### config.mk
export PLATFORM = sky130hd
export DESIGN_NAME = register_file_nport
export DESIGN_NICKNAME = d
export VERILOG_FILES = /design/src/rtl/mips_pkg.sv /design/src/rtl/register_nbit.sv /design/src/rtl/register_file_nport.sv
export SDC_FILE = /design/constraint.sdc
export NUM_CORES = 2
export LEC_CHECK = 0
export ABC_CLOCK_PERIOD_IN_PS = 3100
export CAP_MARGIN = 20
export CORE_AREA = 2 2 469 471
export DETAILED_ROUTE_END_ITERATION = 8
export DIE_AREA = 0 0 471 473
export GPL_TIMING_DRIVEN = 1
export PLACE_DENSITY_LB_ADDON = 0.08
export SLEW_MARGIN = 20
export SYNTH_ARGS = -nofsm -noshare
export SYNTH_HDL_FRONTEND = slang
export SYNTH_HIERARCHICAL = 1
export SYNTH_SLANG_ARGS = --single-unit
### constraint.sdc
create_clock -name cclk -period 3.1 [get_ports cclk]
set_input_delay 0.62 -clock cclk [delete_from_list [all_inputs] [get_ports cclk]]
set_output_delay 0.62 -clock cclk [all_outputs]
set_load 0.01 [all_outputs]
### src/rtl/mips_pkg.sv
// Shared constants and the byte-merge helper used by register storage and the
// register-file forwarding path.
package mips_pkg;

   localparam int unsigned WORD_W   = 32'd32;
   localparam int unsigned REG_AW   = 32'd5;
   localparam int unsigned REG_ZERO = 32'd0;
   localparam int unsigned BYTE_W   = 32'd8;

   // merge_be works on a fixed wide container; callers widen their operands
   // and narrow the result, so any WIDTH up to MERGE_W shares this function.
   localparam int unsigned MERGE_W  = 32'd512;
   localparam int unsigned MERGE_BE = MERGE_W / BYTE_W;

   function automatic logic [MERGE_W-1:0] merge_be(
      input logic [MERGE_W-1:0]  old_word,
      input logic [MERGE_W-1:0]  new_word,
      input logic [MERGE_BE-1:0] be
   );
      logic [MERGE_W-1:0] merged;
      merged = old_word;
      for (int i = 32'sd0; i < MERGE_BE; i++) begin
         if (be[i]) begin
            merged[BYTE_W*i +: BYTE_W] = new_word[BYTE_W*i +: BYTE_W];
         end else begin
            merged[BYTE_W*i +: BYTE_W] = old_word[BYTE_W*i +: BYTE_W];
         end
      end
      return merged;
   endfunction

endpackage

### src/rtl/register_nbit.sv
// WIDTH-bit storage register with per-byte write enables and an asynchronous
// active-high clear.
module register_nbit
   import mips_pkg::*;
#(
   parameter int WIDTH = WORD_W
) (
   input  logic               cclk,
   input  logic               rst,
   input  logic               wr_en,
   input  logic [WIDTH/8-1:0] wr_be,
   input  logic [WIDTH-1:0]   wr_data,
   output logic [WIDTH-1:0]   q
);

   logic [WIDTH-1:0] q_r;

   // Byte-merged storage update; bytes with a clear enable hold their value.
   always_ff @(posedge cclk or posedge rst) begin
      if (rst) begin
         q_r <= {WIDTH{1'b0}};
      end else if (wr_en) begin
         q_r <= WIDTH'(merge_be(MERGE_W'(q_r), MERGE_W'(wr_data), MERGE_BE'(wr_be)));
      end
   end

   assign q = q_r;

endmodule

### src/rtl/register_file_nport.sv
// NREG x WIDTH register file, two combinational read ports, one byte-enabled
// write port, entry 0 hardwired to zero. Optional macro: REGFILE_BYPASS_EN.
module register_file_nport
   import mips_pkg::*;
#(
   parameter int WIDTH = WORD_W,
   parameter int NREG  = 32,
   parameter int AW    = $clog2(NREG)
) (
   input  logic               cclk,
   input  logic               rst,
   input  logic               wr_en,
   input  logic [AW-1:0]      wr_addr,
   input  logic [WIDTH/8-1:0] wr_be,
   input  logic [WIDTH-1:0]   wr_data,
   input  logic [AW-1:0]      rd_addr_a,
   output logic [WIDTH-1:0]   rd_data_a,
   input  logic [AW-1:0]      rd_addr_b,
   output logic [WIDTH-1:0]   rd_data_b,
   output logic [15:0]        wr_count
);

   localparam int NBE = WIDTH / 8;

   logic [WIDTH-1:0] entry_s [NREG];
   logic [WIDTH-1:0] rd_data_a_s;
   logic [WIDTH-1:0] rd_data_b_s;
   logic             commit_s;
   logic [15:0]      wr_count_r;

   // Entry 0 is a constant, so no write address (known or not) can disturb it.
   assign entry_s[0] = {WIDTH{1'b0}};

   for (genvar g = 1; g < NREG; g++) begin : g_entry
      logic wr_sel_s;
      assign wr_sel_s = wr_en && (wr_addr == AW'(g));

      register_nbit #(.WIDTH(WIDTH)) u_reg (
         .cclk    (cclk),
         .rst     (rst),
         .wr_en   (wr_sel_s),
         .wr_be   (wr_be),
         .wr_data (wr_data),
         .q       (entry_s[g])
      );
   end

`ifdef REGFILE_BYPASS_EN
   logic fwd_ok_s;
   assign fwd_ok_s = !rst && wr_en && (wr_addr != AW'(REG_ZERO));

   // Write-first read ports: a matching in-flight write is merged over the stored word.
   always_comb begin
      if (fwd_ok_s && (rd_addr_a == wr_addr)) begin
         rd_data_a_s = WIDTH'(merge_be(MERGE_W'(entry_s[rd_addr_a]), MERGE_W'(wr_data),
                                       MERGE_BE'(wr_be)));
      end else begin
         rd_data_a_s = entry_s[rd_addr_a];
      end
      if (fwd_ok_s && (rd_addr_b == wr_addr)) begin
         rd_data_b_s = WIDTH'(merge_be(MERGE_W'(entry_s[rd_addr_b]), MERGE_W'(wr_data),
                                       MERGE_BE'(wr_be)));
      end else begin
         rd_data_b_s = entry_s[rd_addr_b];
      end
   end
`else
   // Read-first read ports straight from the stored array.
   always_comb begin
      rd_data_a_s = entry_s[rd_addr_a];
      rd_data_b_s = entry_s[rd_addr_b];
   end
`endif

   assign rd_data_a = rd_data_a_s;
   assign rd_data_b = rd_data_b_s;

   assign commit_s = wr_en && (wr_addr != AW'(REG_ZERO)) && (wr_be != {NBE{1'b0}});

   // Saturating count of writes that actually changed storage eligibility.
   always_ff @(posedge cclk or posedge rst) begin
      if (rst) begin
         wr_count_r <= 16'd0;
      end else if (commit_s && (wr_count_r != 16'hFFFF)) begin
         wr_count_r <= wr_count_r + 16'd1;
      end
   end

   assign wr_count = wr_count_r;

endmodule
==> qor.yml <==
p_leak_uw: 0.03208
die_h_um: 473
synth_top_area_cell: "dfrtp_1"
cts.sinks: 1008
hold_class: "in -> async"
setup.worst_path.start: "rd_addr_b[0]"
worst_slew_pin_slew_ps: 885.2
synth_nets: 3732
setup_viol_count_final: 46
yosys.area.top_type_share_pct: 46.63
fp-row-count: 172
antenna_left: 0
yosys_warnings: 6
ys_ff_latch: 1008
finish.utilization_pct: 32.90
vias: 38176
h-tree-depth: 4
worstPathArrival_ps: 2610
dieArea_mm2: 0.2228
dp_hpwl_um: 176400
hold_violations: 0
max_cap_violations: 0
syn2layout_area_growth_pct: 32.72
reg2reg_from: "wr_count[0]"
grt_pass1_vias: 40499
clk_pin_slew_ps: 60
firstDrtPassIters: 5
synth.area.top_cells: "dfrtp_1 47%, mux2_2 22%, mux4_2 16%, a22o_1 3.1%, mux2i_1 3.0%"
yosys.cell_count.top_type: "mux2_2"
rr_endpoint: "wr_count[1]"
skew_ps: 5.201
final_max_slew_viol_count: 0
dpl_cell_area_mm2: 0.06476
startpoint_type: "input port"
first_iter_violations: 2443
die_w_um: 471
finalCritPeriodShare_pct: 104.3
start_util_pct: 24.79
drt-wirelength-per-cell_um: 34.50
crit_type: "in -> out"
cts_hold_buf: 0
routed_wl_um: 255600
cts_buffer_depth: 3
yosysSeqAreaShare_pct: 46.63
core_mm2: 0.2182
nets: 4483
worstSkewPairLatency_ps: 770
avgSynthCellArea_um2: 14.71
gp_congestion: 0.8279
cp-endpoint: "rd_data_b[23]"
ff2ff_path_depth: 5
ir_worst_vdd_mv: 0.3193
drc: 0
rsz0062_at_grt: "true"
drive_above_1_share_pct: 61.22
fmax_mhz: 309.4
cts_tree: "built"
synth_edf_count: 0
gr-total-overflow: 0
reg2reg_slack_ps: 910
clockRootBuffer: "clkbuf_16"
io_pins: 134
relSlewSlack_pct: 40.99
synth_cell_types: 41
grt_usage_pct: 22.80
required_ps: 2480
cts_made_buffers: 133
violations: "setup timing"
status: "finished, violations left"
viasPerCell: 5.154
grt_max_degree: 33
end_kind: "output pin"
synthCells: 3677
synth_common_cells: "1056 x mux2_2, 1008 x dfrtp_1, 384 x mux4_2"
p_per_area_mw_per_mm2: 563.8
period_needed_ps: 3232
synth_flop_cell: "dfrtp_1"
synthesis.area_mm2: 0.05410
antenna_found_initial: 13
path_max_fanout: 8
fin_area_mm2: 0.07180
layout_setup_ws_ps: -132.5
port_buffers: 133
synthArstFlopShare_pct: 100.0
grt_pass1_wl_um: 353600
-- worst min-delay path by stage --
stage	slack (ps)	end	cells after the start	startpoint
final	120	g_entry[18].u_reg/q[18]	2	rst
after global placement	480	wr_count[15]	1	wr_count[15]
after CTS	50	g_entry[18].u_reg/q[18]	2	rst
after detailed placement	480	wr_count[5]	1	wr_count[5]
after floorplan	490	g_entry[3].u_reg/q[0]	1	g_entry[3].u_reg/q[0]
after global routing	90	g_entry[18].u_reg/q[18]	2	rst
-- sequential cells by signal, indices dropped and copies added (netlist names) --
signal,count
wr_count,16
g_entry.u_reg/q,992
-- report_power, final --
group          internal, uW  total (uW)  leakage (uW)  switching [uW]
clock                  9070       15500       0.00212            6440
combinational          4600        8580        0.0166            3980
sequential            15000       16400        0.0134            1440
total                 28600       40500        0.0321           11900
-- kinds of logic (layout without fill, tap and decap cells) --
kind of cell	count (synthesis)	count (layout)	synth area share [%]
other cells	0	3	0
fa+ha+maj	1	1	0.02312
flops	1008	1008	46.63
compound gates	457	457	6.360
buf+inv	250	1106	2.294
mux	1601	1601	40.95
xor+xnor	15	15	0.2428
simple gates	345	345	3.506
-- area by class of cell --
cell class,count,area (um2)
clock inverter,38,360.3
inverter,35,133.9
antenna,3,7.507
sequential,1008,25220
clock buffer,202,3919
timing repair buffer,831,9562
fill,21644,146400
tap,2871,3592
multi-input combinational,2419,29000
-- stage by stage --
step	TNS (ps)	worst slack, ps	hold WS (ps)	std cells	total power [uW]
global route	-5400	-181.8	89.19	7404	42210
finish	-2134	-132.5	117.2	7407	40480
CTS	-4675	-215.0	54.75	7374	40900
floorplan	0	372.4	490.6	3677	20680
global placement	-60300	-1453	484.3	7071	24580
detailed placement	-57840	-872.8	483.6	7072	24630
-- critical path: stages --
cell	delay, ps
buf_16	140
buf_12	150
buf_16	150
buf_8	130
buf_6	130
mux4_2	330
mux2i_1	70
and2_4	170
o31ai_4	490
buf_6	190
-- cells in the final DEF, fill, tap and decap left out, types with 18 or more instances in the layout --
cell             instances
mux2i_1                149
clkbuf_1                37
buf_8                   18
clkbuf_16              137
clkinv_2                20
o31ai_4                 44
nand2_2                126
and2_1                  21
a211oi_1                40
buf_4                  423
and3_1                  23
nor2_1                  29
o22ai_1                 60
clkbuf_8                31
nand2_1                 72
buf_6                   78
clkdlybuf4s50_1         54
o31ai_2                 18
buf_16                  21
inv_2                   32
a211oi_2                27
dfrtp_1               1008
a22o_1                 192
buf_2                   46
o21ai_2                 41
mux4_2                 384
buf_12                 184
mux2_2                1056
-- routing by layer --
metal  wire [um]  GRT usage [%]  up-vias
met4        7255          6.215        4
met3       10150          3.204      274
met1      117200          31.42    20922
li1            -              -    15992
met2      120900          37.34      984
met5          16              0        -
-- what timing repair did --
action,in CTS,in global routing
setup buffers,85,31
gates cloned,11,4
endpoints found under the setup margin,64,62
resized for setup,581,73
pin swaps,138,72
Note: power is estimated with default switching activity, not from simulation.
